`src/rtl/uart_xmit_if.sv`:
```
// Host-side port bundle for the buffered UART transmitter.
// trmt is a one-cycle valid strobe with no ready: fifo_full is the inverted ready,
// and a strobe seen while fifo_full is high is discarded without any effect.
interface uart_xmit_if;
    logic       trmt;
    logic [7:0] tx_data;
    logic       TX;
    logic       tx_done;
    logic       fifo_full;
    logic       busy;

    modport master (
        output trmt, tx_data,
        input  TX, tx_done, fifo_full, busy
    );

    modport slave (
        input  trmt, tx_data,
        output TX, tx_done, fifo_full, busy
    );
endinterface

```
`src/rtl/uart_xmit.sv`:
```
// Buffered 8N1 UART transmitter: byte FIFO feeding a start/8 data/stop serializer.
// Frames leave LSB first, each bit held BAUD_DIV clocks, with one idle clock between queued frames.
module uart_xmit #(
    parameter int BAUD_DIV   = 2604,
    parameter int FIFO_DEPTH = 4
) (
    input  logic        clk,
    input  logic        rst_n,
    uart_xmit_if.slave  bus,
    output logic        dbg_state
);
    localparam int AW = $clog2(FIFO_DEPTH);
    localparam int CW = $clog2(BAUD_DIV);
    localparam logic [CW-1:0] BAUD_LAST = CW'(BAUD_DIV - 1);

    localparam logic [0:0] IDLE = 1'b0;
    localparam logic [0:0] XMIT = 1'b1;

    logic [7:0]    mem [FIFO_DEPTH];
    logic [AW:0]   wptr;
    logic [AW:0]   rptr;
    logic          fifo_empty;
    logic          fifo_full;
    logic          push;
    logic          pop;

    logic [0:0]    state;
    logic [CW-1:0] baud_cnt;
    logic [3:0]    bit_cnt;
    logic [9:0]    shift_reg;
    logic          tx_done_q;

    // The extra pointer MSB separates full (MSBs differ) from empty (pointers equal).
    assign fifo_empty = (wptr == rptr);
    assign fifo_full  = (wptr[AW] != rptr[AW]) && (wptr[AW-1:0] == rptr[AW-1:0]);
    assign push       = bus.trmt && !fifo_full;
    assign pop        = (state == IDLE) && !fifo_empty;

    always_ff @(posedge clk) begin
        if (push) begin
            mem[wptr[AW-1:0]] <= bus.tx_data;
        end
    end

    always_ff @(posedge clk or negedge rst_n) begin
        if (!rst_n) begin
            wptr <= '0;
            rptr <= '0;
        end else begin
            if (push) begin
                wptr <= wptr + 1'b1;
            end
            if (pop) begin
                rptr <= rptr + 1'b1;
            end
        end
    end

    always_ff @(posedge clk or negedge rst_n) begin
        if (!rst_n) begin
            state     <= IDLE;
            baud_cnt  <= '0;
            bit_cnt   <= '0;
            shift_reg <= '1;
            tx_done_q <= 1'b0;
        end else if (state == IDLE) begin
            if (!fifo_empty) begin
                shift_reg <= {1'b1, mem[rptr[AW-1:0]], 1'b0};
                tx_done_q <= 1'b0;
                baud_cnt  <= '0;
                bit_cnt   <= '0;
                state     <= XMIT;
            end
        end else begin
            if (baud_cnt == BAUD_LAST) begin
                baud_cnt  <= '0;
                shift_reg <= {1'b1, shift_reg[9:1]};
                bit_cnt   <= bit_cnt + 4'd1;
                // Shifting out the stop bit ends the frame on this same edge.
                if (bit_cnt == 4'd9) begin
                    tx_done_q <= 1'b1;
                    state     <= IDLE;
                end
            end else begin
                baud_cnt <= baud_cnt + 1'b1;
            end
        end
    end

    assign bus.TX        = shift_reg[0];
    assign bus.tx_done   = tx_done_q;
    assign bus.fifo_full = fifo_full;
    assign bus.busy      = (state == XMIT) || !fifo_empty;
    assign dbg_state     = state;
endmodule

```
`src/flat_wrapper.sv`:
```
// flat-port wrapper written by rule: the top's interface ports become plain ports
module uart_xmit_flat 
#(
    parameter int BAUD_DIV   = 2604,
    parameter int FIFO_DEPTH = 4
)
  (clk, rst_n, dbg_state, bus_trmt, bus_tx_data, bus_TX, bus_tx_done, bus_fifo_full, bus_busy);
  uart_xmit_if bus_i ();
  input  logic clk;
  input  logic rst_n;
  output logic dbg_state;
  input wire logic [$bits(bus_i.trmt)-1:0] bus_trmt;
  input wire logic [$bits(bus_i.tx_data)-1:0] bus_tx_data;
  output wire logic [$bits(bus_i.TX)-1:0] bus_TX;
  output wire logic [$bits(bus_i.tx_done)-1:0] bus_tx_done;
  output wire logic [$bits(bus_i.fifo_full)-1:0] bus_fifo_full;
  output wire logic [$bits(bus_i.busy)-1:0] bus_busy;
  assign bus_i.trmt = bus_trmt;
  assign bus_i.tx_data = bus_tx_data;
  assign bus_TX = bus_i.TX;
  assign bus_tx_done = bus_i.tx_done;
  assign bus_fifo_full = bus_i.fifo_full;
  assign bus_busy = bus_i.busy;
  uart_xmit #(.BAUD_DIV(BAUD_DIV), .FIFO_DEPTH(FIFO_DEPTH)) u_core (.clk(clk), .rst_n(rst_n), .bus(bus_i), .dbg_state(dbg_state));
endmodule
```
`config.mk`:
```
export PLATFORM = sky130hd
export DESIGN_NAME = uart_xmit_flat
export DESIGN_NICKNAME = d
export VERILOG_FILES = /design/src/rtl/uart_xmit_if.sv /design/src/rtl/uart_xmit.sv /design/src/flat_wrapper.sv
export SDC_FILE = /design/constraint.sdc
export NUM_CORES = 1
export LEC_CHECK = 0
export BUFFER_PORTS_ARGS = -buffer_cell sky130_fd_sc_hd__buf_2
export CAP_MARGIN = 20
export CORE_AREA = 2 2 108 68
export CTS_BUF_LIST = sky130_fd_sc_hd__clkbuf_8
export CTS_CLUSTER_SIZE = 12
export DETAILED_ROUTE_END_ITERATION = 8
export DIE_AREA = 0 0 110 70
export PLACE_DENSITY_LB_ADDON = 0.12
export SYNTH_ARGS = -nofsm -noshare
export SYNTH_HDL_FRONTEND = slang
export SYNTH_SLANG_ARGS = --single-unit
export TNS_END_PERCENT = 100
```
`constraint.sdc`:
```
create_clock -name clk -period 2.3 [get_ports clk]
set_input_delay 0.46 -clock clk [delete_from_list [all_inputs] [get_ports clk]]
set_output_delay 0.46 -clock clk [all_outputs]
set_load 0.01 [all_outputs]
```
==> metrics.yaml <==
worst_setup_path:
  cp.arrival_ns: 1.64
  rrSetupSlack_ns: 0.50
  critPathMaxFanout: 7
  required_ns: 1.84
  setup.worst_path.start_class: "flip-flop"
  critical_path_class: "flip-flop to output port"
  worstReg2RegStart: "u_core.rptr[0]"
  end_kind: "output port"
  worst_r2r_endpoint: "u_core.mem[3][1]"
  reg2reg_depth: 3
detailed_routing:
  wl_per_cell_um: 16.6
  via_per_inst: 5.20
  ant_nets: 0
  firstDrtPassIters: 4
  drtIter0Drc: 111
  drcViolationCount: 0
  vias: 1727
  routed_wl_um: 5510
layout:
  syn_to_final_growth_pct: 14.5
  nFillCells: 599
  nets: 255
  largest_reg_flops: 32
  drive_above_1_share_pct: 27.8
  diodes: 0
  postLayoutCoreUtil_pct: 49.4
sta:
  slew_viol_final: 0
  fmax_mhz: 476
  fin_crit_sh_pct: 91.3
  finalCriticalPeriod_ns: 2.10
  worst_slack_ns: 0.200
  rsz0062_at_grt: "false"
  slew_headroom_pct: 48.9
  setup_viol: 0
  hold_viol: 0
  hold-worst-slack_ns: 0.179
  fin_setup_tns_ns: 0
  fin_skew_ns: 0.00895
  worst_pin_slew_ns: 0.766
grt:
  grt_antenna_before_repair: 0
  grtUsageTotal_pct: 16.6
  grt_pass1_vias: 1740
  overflow: 0
  grt_first_pass_wirelength_um: 9140
  grt_max_degree: 34
die:
  fp-row-count: 24
  die_h_um: 70
  die_w_um: 110
  core_area_um2: 6880
  io_pins: 16
  initial_utilization_pct: 43.1
  die_area_um2: 7700
placement:
  gp_congestion: 0.739
  preCtsSetupSlack_ns: 0.473
  io_buffers: 15
  dp_hpwl_um: 3700
power_and_ir_drop:
  p_comb_share_pct: 11.6
  pwr-share-seq_pct: 50.0
  p_leak_nw: 1.35
  p_switching_uw: 711
  p_sw_share_pct: 24.8
  p_clk_share_pct: 38.5
  vdd_drop_max_mv: 0.579
  powerDensity_nw_per_um2: 845
  internal_power_mw: 2.16
cts:
  root_buffer: "clkbuf_8"
  clk_pin_slew_ns: 0.07
  cts_tree: "yes"
  cts.path.max_buffers: 2
  cts.sinks: 65
  postCtsHoldBufs: 0
  postCtsSetupRepairBufs: 0
  clk_latency_ns: 0.35
  numCtsBuffers: 9
  postCtsResizedCells: 0
  cts-htree-levels: 3
logic_synthesis:
  ys_types: 40
  synth_area_um2: 2970
  synthArstFlopShare_pct: 50.8
  synth.largest_area_cell: "edfxtp_1"
  synth-seq-cells: 65
  synth.avg_cell_area_um2: 14.3
  syn_inst: 208
  synth_edf_count: 32
  synth.yosys.seq_area_share_pct: 60.6
  yosys-top-cells-area: "edfxtp_1, dfrtp_1, dfstp_2, mux4_1, nand2_1"
  synth_top_area_share_pct: 32.4
  yosys_warnings: 0
  synth-main-ff-cell: "edfxtp_1"
  synthesis.nets: 227
flow_run:
  drv_cap: 0
min_path:
  min_path_type: "primary input to async pin"
outcome:
  outcome: "complete, no violations"
-- per-stage QoR --
step	cell area (um^2)	cells	power, mW
floorplan	2970	208	1.68
global placement	3170	316	1.79
detailed placement	3170	316	1.80
CTS	3400	332	2.91
global route	3400	332	3.01
finish	3400	332	2.87
-- layer usage --
layer | track usage [%] | wire (um)
met5 | 0 | 0
met4 | 4.64 | 72
met3 | 7.00 | 266
met2 | 21.7 | 2210
met1 | 25.2 | 2960
-- cells by family (layout without fill, tap and decap cells) --
family          after synthesis  count (layout)  share of synthesized area [%]
flops                        65              65                           60.6
simple gates                 57              57                           9.87
fa+ha+maj                     8               8                           3.38
mux                          19              19                           11.1
compound gates               35              35                           8.52
xor+xnor                     11              11                           4.14
buf+inv                      13              46                           2.32
-- Yosys cell counts (2+ instances only) --
| library cell | count |
|---|---|
| a21oi_1 | 4 |
| a22o_1 | 3 |
| a31oi_1 | 6 |
| a41oi_1 | 3 |
| and2_1 | 4 |
| and4bb_2 | 2 |
| buf_6 | 2 |
| dfrtp_1 | 24 |
| dfstp_2 | 9 |
| edfxtp_1 | 32 |
| ha_1 | 8 |
| inv_1 | 6 |
| inv_2 | 2 |
| mux2_2 | 8 |
| mux2i_1 | 3 |
| mux4_1 | 8 |
| nand2_1 | 29 |
| nand3_1 | 6 |
| nand4_1 | 3 |
| nor2_1 | 6 |
| nor3_1 | 2 |
| nor4_1 | 2 |
| o21ai_0 | 9 |
| o31ai_1 | 4 |
| xnor2_1 | 3 |
| xor2_1 | 6 |
-- critical path: stages, from the launching register on --
cell	delay, ns
dfrtp_1	0.44
xor2_1	0.24
nor4_4	0.32
inv_2	0.13
buf_2	0.16
-- area by class of cell --
| class | instances | area, um^2 | share of cell area (%) |
|---|---|---|---|
| clock inverter | 5 | 76.3 | 2.25 |
| timing repair buffer | 22 | 128 | 3.76 |
| tap | 91 | 114 | 3.35 |
| clock buffer | 11 | 151 | 4.46 |
| inverter | 8 | 30.0 | 0.884 |
| sequential | 65 | 1800 | 52.9 |
| multi-input combinational | 130 | 1100 | 32.4 |
-- cells in the final DEF (no fill, tap or decap), types with 7 or more instances in the layout --
cell / n
ha_1: 8
mux2_2: 8
clkbuf_8: 11
nand2_1: 29
o21ai_0: 9
buf_2: 15
edfxtp_1: 32
mux4_1: 8
dfrtp_1: 24
buf_4: 7
dfstp_2: 9
-- worst max-delay path by stage --
| stage | start | endpoint | slack (ns) | depth (start not counted) |
|---|---|---|---|---|
| after floorplan | u_core.baud_cnt[0] | u_core.baud_cnt[9] | 0.59 | 6 |
| after global placement | u_core.wptr[0] | u_core.mem[3][4] | 0.49 | 3 |
| after detailed placement | u_core.wptr[0] | u_core.mem[3][4] | 0.47 | 3 |
| after CTS | u_core.rptr[2] | bus_busy | 0.18 | 4 |
| after global routing | u_core.rptr[2] | bus_busy | 0.07 | 4 |
| final | u_core.rptr[2] | bus_busy | 0.20 | 4 |
-- power by group through the flow --
stage                     combinational (mW)  clock, mW  sequential (mW)
after CTS                              0.339       1.14             1.44
after global routing                   0.365       1.19             1.45
final                                  0.333       1.10             1.43
after detailed placement               0.338          0             1.46
after global placement                 0.337          0             1.46
after floorplan                        0.240          0             1.44
Power figures use the tool's default switching activity.
